<file path="src/rtl/ser_pkg.sv">
// Shared types and constants for the button-gated serial byte link (transmitter and receiver).
package ser_pkg;

    localparam int unsigned FRAME_BITS      = 8;
    localparam int unsigned SLOT_BITS       = 9;
    localparam int unsigned CNT_W           = $clog2(SLOT_BITS + 1);
    localparam int unsigned TO_W_DEFAULT    = 28;
    localparam logic [27:0] TIMEOUT_DEFAULT = 28'd100000000;

    typedef enum logic [1:0] {
        IDLE  = 2'd0,
        SHIFT = 2'd1,
        GUARD = 2'd2
    } state_e;

    // True when the slot-9 bit makes the frame even parity.
    function automatic logic even_parity_ok(input logic [FRAME_BITS-1:0] data, input logic par);
        return ~((^data) ^ par);
    endfunction

endpackage

</file>
<file path="src/rtl/ser_sync.sv">
// N-stage (N >= 2) input synchroniser; optional rising-edge strobe derived from the synchronised value.
module ser_sync #(
    parameter int unsigned STAGES  = 2,
    parameter bit          EDGE_EN = 1'b1
) (
    input  logic clk,
    input  logic rst_n,
    input  logic d,
    output logic q,
    output logic rise_c
);

    logic [STAGES-1:0] sync_q;
    logic [STAGES-1:0] sync_d;

    always_comb begin
        sync_d = {sync_q[STAGES-2:0], d};
    end

    always_ff @(posedge clk or negedge rst_n) begin
        if (!rst_n) begin
            sync_q <= '0;
        end else begin
            sync_q <= sync_d;
        end
    end

    assign q = sync_q[STAGES-1];

    if (EDGE_EN) begin : g_edge
        logic prev_q;

        always_ff @(posedge clk or negedge rst_n) begin
            if (!rst_n) begin
                prev_q <= 1'b0;
            end else begin
                prev_q <= q;
            end
        end

        assign rise_c = q & ~prev_q;
    end else begin : g_no_edge
        assign rise_c = 1'b0;
    end

endmodule

</file>
<file path="src/rtl/ser_byte_rx.sv">
// Serial byte receiver: MSB-first 8-bit frames in 9 clock slots, gated by SER_EN.
// Optional feature macro: SER_RX_PARITY_EN (slot 9 carries even parity and is checked).
module ser_byte_rx
    import ser_pkg::*;
#(
    parameter int unsigned     SYNC_STAGES    = 2,
    parameter int unsigned     TO_W           = TO_W_DEFAULT,
    parameter logic [TO_W-1:0] TIMEOUT_CYCLES = TO_W'(TIMEOUT_DEFAULT)
) (
    input  logic                  CLK,
    input  logic                  RST,
    input  logic                  SER_CLK,
    input  logic                  SER_DAT,
    input  logic                  SER_EN,
    output logic [FRAME_BITS-1:0] RX_DATA,
    output logic                  RX_VALID,
    output logic                  RX_ERR,
    output logic                  BUSY
);

    logic sclk_s;
    logic dat_s;
    logic en_s;
    logic sclk_rise_c;
    logic dat_rise_c;
    logic en_rise_c;
    logic unused;

    ser_sync #(.STAGES(SYNC_STAGES), .EDGE_EN(1'b1)) u_sync_clk (
        .clk    (CLK),
        .rst_n  (RST),
        .d      (SER_CLK),
        .q      (sclk_s),
        .rise_c (sclk_rise_c)
    );

    ser_sync #(.STAGES(SYNC_STAGES), .EDGE_EN(1'b0)) u_sync_dat (
        .clk    (CLK),
        .rst_n  (RST),
        .d      (SER_DAT),
        .q      (dat_s),
        .rise_c (dat_rise_c)
    );

    ser_sync #(.STAGES(SYNC_STAGES), .EDGE_EN(1'b0)) u_sync_en (
        .clk    (CLK),
        .rst_n  (RST),
        .d      (SER_EN),
        .q      (en_s),
        .rise_c (en_rise_c)
    );

    assign unused = ^{sclk_s, dat_rise_c, en_rise_c};

    state_e                state_q,   state_d;
    logic [CNT_W-1:0]      cnt_q,     cnt_d;
    logic [TO_W-1:0]       tcnt_q,    tcnt_d;
    logic [FRAME_BITS-1:0] shreg_q,   shreg_d;
    logic [FRAME_BITS-1:0] rx_data_q, rx_data_d;
    logic                  rx_valid_q, rx_valid_d;
    logic                  rx_err_q,  rx_err_d;
    logic                  busy_q,    busy_d;
    logic                  arm_q,     arm_d;

    logic                  timeout_c;
    logic [FRAME_BITS-1:0] shift_c;

    always_ff @(posedge CLK or negedge RST) begin
        if (!RST) begin
            state_q    <= IDLE;
            cnt_q      <= '0;
            tcnt_q     <= '0;
            shreg_q    <= '0;
            rx_data_q  <= '0;
            rx_valid_q <= 1'b0;
            rx_err_q   <= 1'b0;
            busy_q     <= 1'b0;
            arm_q      <= 1'b0;
        end else begin
            state_q    <= state_d;
            cnt_q      <= cnt_d;
            tcnt_q     <= tcnt_d;
            shreg_q    <= shreg_d;
            rx_data_q  <= rx_data_d;
            rx_valid_q <= rx_valid_d;
            rx_err_q   <= rx_err_d;
            busy_q     <= busy_d;
            arm_q      <= arm_d;
        end
    end

    // Next-state and output logic; an en_s drop takes priority over a coincident edge.
    always_comb begin
        state_d    = state_q;
        cnt_d      = cnt_q;
        shreg_d    = shreg_q;
        rx_data_d  = rx_data_q;
        rx_valid_d = 1'b0;
        rx_err_d   = 1'b0;
        arm_d      = arm_q;
        shift_c    = {shreg_q[FRAME_BITS-2:0], dat_s};
        timeout_c  = (tcnt_q == (TIMEOUT_CYCLES - TO_W'(1)));

        if ((state_q == IDLE) || sclk_rise_c) begin
            tcnt_d = '0;
        end else if (tcnt_q != '1) begin
            tcnt_d = tcnt_q + TO_W'(1);
        end else begin
            tcnt_d = tcnt_q;
        end

        case (state_q)
            IDLE: begin
                // A new frame is accepted only after en_s has been seen low.
                if (!en_s) begin
                    arm_d = 1'b1;
                end else if (sclk_rise_c && arm_q) begin
                    shreg_d = shift_c;
                    cnt_d   = CNT_W'(1);
                    arm_d   = 1'b0;
                    state_d = SHIFT;
                end
            end
            SHIFT: begin
                if (!en_s) begin
                    rx_err_d = 1'b1;
                    cnt_d    = '0;
                    state_d  = IDLE;
                end else if (sclk_rise_c) begin
                    shreg_d = shift_c;
                    cnt_d   = cnt_q + CNT_W'(1);
                    if (cnt_q == CNT_W'(FRAME_BITS - 1)) begin
                        state_d = GUARD;
`ifndef SER_RX_PARITY_EN
                        rx_data_d  = shift_c;
                        rx_valid_d = 1'b1;
`endif
                    end
                end else if (timeout_c) begin
                    rx_err_d = 1'b1;
                    cnt_d    = '0;
                    state_d  = IDLE;
                end
            end
            GUARD: begin
                if (!en_s || timeout_c || sclk_rise_c) begin
                    cnt_d   = '0;
                    state_d = IDLE;
                end
`ifdef SER_RX_PARITY_EN
                if (!en_s) begin
                    rx_err_d = 1'b1;
                end else if (sclk_rise_c) begin
                    if (even_parity_ok(shreg_q, dat_s)) begin
                        rx_data_d  = shreg_q;
                        rx_valid_d = 1'b1;
                    end else begin
                        rx_err_d = 1'b1;
                    end
                end else if (timeout_c) begin
                    rx_err_d = 1'b1;
                end
`endif
            end
            default: begin
                cnt_d   = '0;
                state_d = IDLE;
            end
        endcase

        busy_d = (state_d != IDLE);
    end

    assign RX_DATA  = rx_data_q;
    assign RX_VALID = rx_valid_q;
    assign RX_ERR   = rx_err_q;
    assign BUSY     = busy_q;

endmodule
</file>
<file path="config.mk">
export PLATFORM = sky130hd
export DESIGN_NAME = ser_byte_rx
export DESIGN_NICKNAME = d
export VERILOG_FILES = /design/src/rtl/ser_pkg.sv /design/src/rtl/ser_sync.sv /design/src/rtl/ser_byte_rx.sv
export SDC_FILE = /design/constraint.sdc
export NUM_CORES = 1
export LEC_CHECK = 0
export CORE_MARGIN = 10
export CORE_UTILIZATION = 35
export CTS_CLUSTER_DIAMETER = 100
export DETAILED_ROUTE_END_ITERATION = 6
export DONT_BUFFER_PORTS = 1
export MAX_ROUTING_LAYER = met4
export PLACE_DENSITY = 0.56
export REMOVE_ABC_BUFFERS = 1
export SLEW_MARGIN = 20
export SYNTH_ARGS = -nofsm -noshare
export SYNTH_HDL_FRONTEND = slang
export SYNTH_SLANG_ARGS = --single-unit
</file>
<file path="constraint.sdc">
create_clock -name CLK -period 6.11 [get_ports CLK]
set_clock_uncertainty 0.15 [all_clocks]
set_input_delay 0.611 -clock CLK [delete_from_list [all_inputs] [get_ports CLK]]
set_output_delay 0.611 -clock CLK [all_outputs]
set_load 0.02 [all_outputs]
</file>
==> reports/results.ini <==
[sta]
hold_viol=0
grt_setup_unrepaired=no
fin_ws_ps=3990
layout_min_cycle_time_ps=2120
setup_viol=0
period_share_pct=34.7
slew_viol_final=0
timing.fmax_mhz=472
slew_headroom_pct=60.2
worstMarginPinSlew_ps=596
fin_setup_tns_ps=0

[synth]
muxShareOfSynthArea_pct=6.17
yosysTopAreaCellShare_pct=51.8
syn_area_sq_um=2900
synth-edff-count=0
ys.flop_type=dfrtp_1
synth_top_family_by_area=simple AND/OR/NAND/NOR gates
synth_seq_cells=60
synth-xor-area-share_pct=4.83
synth_cell_types=54
yosys_warnings=0
synth-simple-area-share_pct=20.5
synth_compound_area_share_pct=12.1
syn_inst=268
avgSynthCellArea_sq_um=10.8
seq_area_frac_synth_pct=51.8
synth_top_cell_by_area=dfrtp_1
synthArstFlopShare_pct=100
ys_top_cells_by_area=dfrtp_1 (52%), xnor2_1 (4.8%), mux2_2 (3.9%)
synth_fa_ha_area_share_pct=0.863

[floorplanning]
initial_core_util_pct=35.7
fp.coreArea_sq_um=8130
die_h_um=111
dieWidth_um=111
core.rowCount=33
dieArea_sq_um=12300
num_io_pins=16

[flow_run]
cap_violations=0

[route]
vias=2012
ant_nets=0
via_per_inst=5.31
drc_errors=0
drt_first_iter_violations=80
wire_per_inst_um=15.1
drt_wl_total_um=5720
dr.pass1.iters=4

[placed_design]
place_ws_ps=3970
port_buffers=0
dp_hpwl_um=3780
gp_congestion=0.790
place_area_sq_um=2960

[power_and_ir_drop]
leakage_nw=1.33
pwr-share-seq_pct=52.7
vdd_drop_max_v=0.0000885
p_sw_uw=212
internal-power_uw=637
p_per_area_nw_per_um2=266
switching_share_pct=24.9
total_power_uw=849
p_comb_share_pct=5.9
clkPwrFrac_pct=41.4

[clocking]
clkTransAtPathRegs_ps=70
cts_made_buffers=9
htree_levels=3
cts_sinks=60
cts_setup_buffers=0
root_buffer=clkbuf_8
clkLatencyLatePin_ps=350
clk_path_buf_depth=2
cts_tree=built

[layout]
fillCellCount=767
final_nets=276
register_area_sq_um=1500
n_antenna_cell=0
design_area_sq_um=3190
post_route_cells_drive_above_1_share_pct=15.7
multi_input_area_sq_um=1290
area_growth_pct=9.92

[worst_setup_path]
criticalPathCategory=reg2reg
start_kind=flip-flop
cp-end-kind=flip-flop
rr_worst_depth=6
worstReg2RegEnd=cnt_q[1]
timing.rr.start=tcnt_q[0]
crit_required_ps=6200
critPathLaunch=tcnt_q[0]
ff2ff_setup_slack_ps=3990
cp_max_fo=9
crit_path_end=cnt_q[1]
worstPathArrival_ps=2210

[global_route]
antenna_found_initial=0
grt_pass1_wl_um=9820
grt_max_degree=61
grt_pass1_vias=1967
grt_overflow=0
gr-usage-all-layers_pct=9.90

[hold_path]
hold_class=in2reg
hold_start=SER_DAT

[status]
status=finished clean

critical path, stage by stage (launching register included):
cell,delay [ps]
dfrtp_1,380
ha_1,170
and2_1,350
nand3_2,140
or3_4,370
a31o_2,280
a22o_1,180
power groups by stage:
stage / registers [mW] / clock network (mW) / logic (mW)
after floorplan: 0.448 / 0 / 0.0332
after global placement: 0.455 / 0 / 0.0401
after detailed placement: 0.456 / 0 / 0.0409
after CTS: 0.448 / 0.361 / 0.0518
after global routing: 0.452 / 0.378 / 0.0577
final: 0.448 / 0.351 / 0.0502
how the worst min path moves through the flow:
stage,to,slack [ps],cells past startpoint
after detailed placement,RX_DATA[1],170,0
after global routing,u_sync_dat.sync_q[0],110,0
final,u_sync_dat.sync_q[0],140,0
after CTS,u_sync_dat.sync_q[0],130,0
after global placement,RX_VALID,170,0
after floorplan,BUSY,170,0
stage by stage:
stage                     util [%]  cells  hold slack [ps]
after detailed placement      36.4    361              167
after global routing          39.2    379              113
after floorplan                  -    254              165
final                         39.2    379              138
after CTS                     39.2    379              127
after global placement        36.4    361              167
synthesized netlist by cell type, types with 4 or more instances:
library cell	instances
dfrtp_1	60
nor2_1	25
nand2_1	20
xnor2_1	16
a21oi_1	15
nand3_1	12
mux2_2	10
o21ai_0	8
a211oi_1	6
inv_1	6
nand4_1	6
nor3_1	6
clkbuf_1	5
mux2_1	5
and4_1	4
buf_2	4
or3_1	4
state kept, by name (all words and copies together), names as in the netlist:
| signal | cells |
|---|---|
| arm_q | 1 |
| u_sync_clk.g_edge.prev_q | 1 |
| tcnt_q | 28 |
| shreg_q | 7 |
| u_sync_clk.sync_q | 2 |
| BUSY | 1 |
| RX_DATA | 8 |
| RX_ERR | 1 |
| u_sync_en.sync_q | 2 |
| state_q | 2 |
| cnt_q | 4 |
| RX_VALID | 1 |
| u_sync_dat.sync_q | 2 |
timing repair:
action / CTS / global route
gates resized for setup: 0 / 0
hold endpoints to repair: 60 / 0
hold buffers: 2 / 0
placed cells by master, fill, tap and decap left out, types with 3 or more instances in the layout:
| cell | Yosys | routed |
|---|---|---|
| a211oi_1 | 6 | 6 |
| mux2_1 | 5 | 5 |
| inv_1 | 6 | 6 |
| and4_1 | 4 | 4 |
| nand3_1 | 12 | 12 |
| nor3_1 | 6 | 6 |
| and2_1 | 3 | 3 |
| nor2_1 | 25 | 25 |
| a2111oi_2 | 3 | 3 |
| or3_1 | 4 | 4 |
| a21oi_1 | 15 | 15 |
| nand2_1 | 20 | 20 |
| nand4_1 | 6 | 6 |
| mux2_2 | 10 | 10 |
| a21o_1 | 3 | 3 |
| clkbuf_8 | 0 | 9 |
| xnor2_1 | 16 | 16 |
| nand2b_1 | 3 | 3 |
| dfrtp_1 | 60 | 60 |
| o21ai_0 | 8 | 8 |
per-layer routing:
layer	share of wire (%)	GRT usage, %
met1	48	12.4
met4	2.6	4.80
met3	5.8	3.73
met2	43	13.7
met5	0	-
cell families (layout without fill, tap and decap cells):
group | after synthesis | count (layout)
multiplexers | 16 | 16
AND/OR/NAND/NOR | 104 | 104
flip-flops | 60 | 60
XOR/XNOR | 16 | 16
buffers and inverters | 20 | 26
adder cells (fa/ha/maj) | 2 | 2
AO/OA/AOI/OAI | 50 | 50
layout make-up:
| type | instances | share of cell area [%] |
|---|---|---|
| timing repair buffer | 4 | 1.65 |
| clock inverter | 6 | 2.00 |
| clock buffer | 10 | 4.00 |
| inverter | 6 | 0.706 |
| tap | 105 | 4.12 |
| multi-input combinational | 188 | 40.4 |
| sequential | 60 | 47.1 |
No activity file was read; power rests on OpenSTA's default activity.
==> variant, RTL diff (same settings) <==
Change the package constant `FRAME_BITS` from 8 to 9.
--- a/src/rtl/ser_pkg.sv
+++ b/src/rtl/ser_pkg.sv
@@ -1,7 +1,7 @@
 // Shared types and constants for the button-gated serial byte link (transmitter and receiver).
 package ser_pkg;
 
-    localparam int unsigned FRAME_BITS      = 8;
+    localparam int unsigned FRAME_BITS      = 9;
     localparam int unsigned SLOT_BITS       = 9;
     localparam int unsigned CNT_W           = $clog2(SLOT_BITS + 1);
     localparam int unsigned TO_W_DEFAULT    = 28;
Interface: changed (resized RX_DATA); port bits go from 16 to 17. The function was not compared with the original's and may differ.
==> variant against the unedited design <==
- routed wire length grew 1.0%
- utilization increased by 1.5 points
- worst setup slack worse by 0.27 ns
- sequential cell count grew 2
- synthesized area grew 2.3%
- power increased by 9.8%
- final cell count decreased by 0.26%
- final area rose by 4.8%
- critical path type unchanged
- critical endpoint is now tcnt_q[1]
- largest power group unchanged
==> variant: results (changes against the unedited design) <==
Status
  • Status: finished, final reports clean

Synth
  • Multiplexer share of the synthesized area: 6.79% (+0.62 points)
  • Post-Synth XOR/XNOR Area: 5.90% (+1.1 points)
  • Synth Area in Compound Gates: 12.1% (-0.022 points)
  • Synth top cells by count: dfrtp_1, nor2_1, mux2_2, nand2_1
  • Main area contributors after synthesis: dfrtp_1, mux2_2, nor2_1
  • Distinct cells, synth: 51 (-5.6%)
  • Yosys Warn Count: 0 (unchanged)
  • Prevailing post-synth register cell: dfrtp_1
  • Fraction of registers with async set or reset after synthesis: 100% (unchanged)
  • Sequential area share after synthesis: 52.3% (+0.51 points)
  • Post-synthesis adder-cell area fraction: 1.26% (+0.40 points)

Routing
  • Iteration-0 DRC Markers: 114 (+43%)
  • First-pass DRT Iterations: 4 (unchanged)
  • Post-Route WL: 5.77 mm (+1.0%)
  • Vias per cell: 5.31 (+0.12%)

GRT
  • M1 GR Usage: 12.6% (+0.18 points)
  • Vias in the first global route: 1,987 (+1.0%)
  • Antenna violations before repair: 0 (unchanged)
  • First-pass GRT wire length: 9.94 mm (+1.2%)
  • GRT met2 Usage: 14.0% (+0.26 points)
  • Largest net degree at the start of global routing: 63 (+3.3%)
  • Met3 Resource Use GR: 2.88% (-0.86 points)
  • GRT Total Usage: 9.80% (-0.10 points)

Worst setup path
  • CP max stage cell: or4_4
  • Cell family with most CP delay: simple AND/OR/NAND/NOR gates
  • Crit path DAT: 2.43 ns (+0.22 ns)
  • Max Fanout on Critical Path: 12 (+3)
  • Slowest stage delay, CP: 0.67 ns (+0.29 ns)
  • R2R Setup Slk: 3.73 ns (-0.27 ns)

Clock tree
  • Reg clk slew, reported paths: 0.08 ns
  • CTS Buffer Depth: 2 (unchanged)
  • Post-cts sizing count: 0 (unchanged)
  • Worst-Skew Late Latency: 0.34 ns
  • Cts bufs inserted: 9 (unchanged)
  • Root Buffer: clkbuf_8
  • Hold-fix buffers, CTS: 2 (unchanged)
  • Htree depth: 3 (unchanged)
  • Post-CTS Setup Repair Bufs: 0 (unchanged)

Timing
  • Worst-Margin Slew: 0.709 ns (+0.113 ns)
  • Fmax: 0.419 GHz (-11%)

Placed design
  • PortBufs: 0 (unchanged)
  • RePlAce Congestion: 0.800 (+1.3%)
  • Post-DP HPWL: 3.81 mm (+0.79%)

Final layout
  • Filler cells: 767 (unchanged)
  • Antenna diode count: 0 (unchanged)
  • Layout cells sized above 1: 19.4% (+3.7 points)
  • Top reg by flops: tcnt_q
  • Final nets: 276 (unchanged)
  • Largest register FFs: 28 (unchanged)

Power
  • Leakage: 1.41 nW (+6.1%)
  • VDD IR max: 0.000156 V (+76%)

Min path
  • Worst hold path class: input pin to register
## variant: cell types whose count changed after synthesis, moves of 4 or more
| cell | unedited run | this run |
|---|---|---|
| a21oi_1 | 15 | 10 |
| and3_2 | 0 | 4 |
| mux2_1 | 5 | 0 |
| mux2_2 | 10 | 17 |
| nand2_1 | 20 | 14 |
| o2111ai_1 | 0 | 4 |
| o31ai_1 | 1 | 5 |
| xnor2_1 | 16 | 10 |
| xor2_1 | 0 | 10 |
## variant: worst reg2reg max path: cells and delay by family (launching register included)
| kind | cells | cell delay, ns |
|---|---|---|
| flops | 1 | 0.45 |
| simple gates | 4 | 1.39 |
| mux | 1 | 0.24 |
## variant: cells by family (layout without fill, tap and decap cells)
family / Yosys count / in the layout
xor gates and xnor gates: 20 / 20
AOI/OAI and AO/OA: 47 / 47
DFF: 62 / 62
buffers and inverters: 13 / 24
muxes: 18 / 18
and+or+nand+nor: 99 / 99
adders and majority gates: 3 / 3
## variant: layout make-up
| type | instances | area, um^2 | share of cell area, % |
|---|---|---|---|
| Multi-Input combinational cell | 187 | 1370 | 40.9 |
| Sequential cell | 62 | 1550 | 46.4 |
| Timing Repair Buffer | 3 | 45.0 | 1.35 |
| Clock buffer | 9 | 124 | 3.71 |
| Clock inverter | 7 | 104 | 3.11 |
| Tap cell | 105 | 131 | 3.93 |
| Inverter | 5 | 18.8 | 0.562 |
## variant: where the power goes
part	switching [W]	total, W	internal [W]
Sequential	0.0000227	0.000462	0.000439
Combinational	0.0000275	0.0000557	0.0000282
Clock	0.000179	0.000415	0.000235
## variant: final timing paths
| check | start | to | cells after the start |
|---|---|---|---|
| min in group asynchronous | RST | tcnt_q[14] | 2 |
| min | SER_DAT | u_sync_dat.sync_q[0] | 0 |
| max | tcnt_q[20] | tcnt_q[1] | 5 |
| max reg2reg | tcnt_q[20] | tcnt_q[1] | 5 |
| min reg2reg | u_sync_clk.sync_q[0] | u_sync_clk.sync_q[1] | 0 |
| max in group asynchronous | RST | tcnt_q[25] | 2 |
## variant: metal layers
layer	routed length, um	share of wire [%]	vias to the layer above
li1	-	-	974
met1	2820	49	971
met2	2620	45	55
met3	227	3.9	9
met4	104	1.8	0
met5	0	0	-
## variant: per-stage QoR
stage                     instances  util [%]  cell area [um^2]  hold WS [ns]  worst slack (ns)
after floorplan                 254         -              2910         0.165              3.65
after global placement          360      37.2              3060         0.168              3.68
after detailed placement        360      37.3              3070         0.168              3.73
after CTS                       378      40.6              3330         0.123              3.71
after global routing            378      40.7              3340         0.121              3.62
final                           378      40.7              3340         0.145              3.73
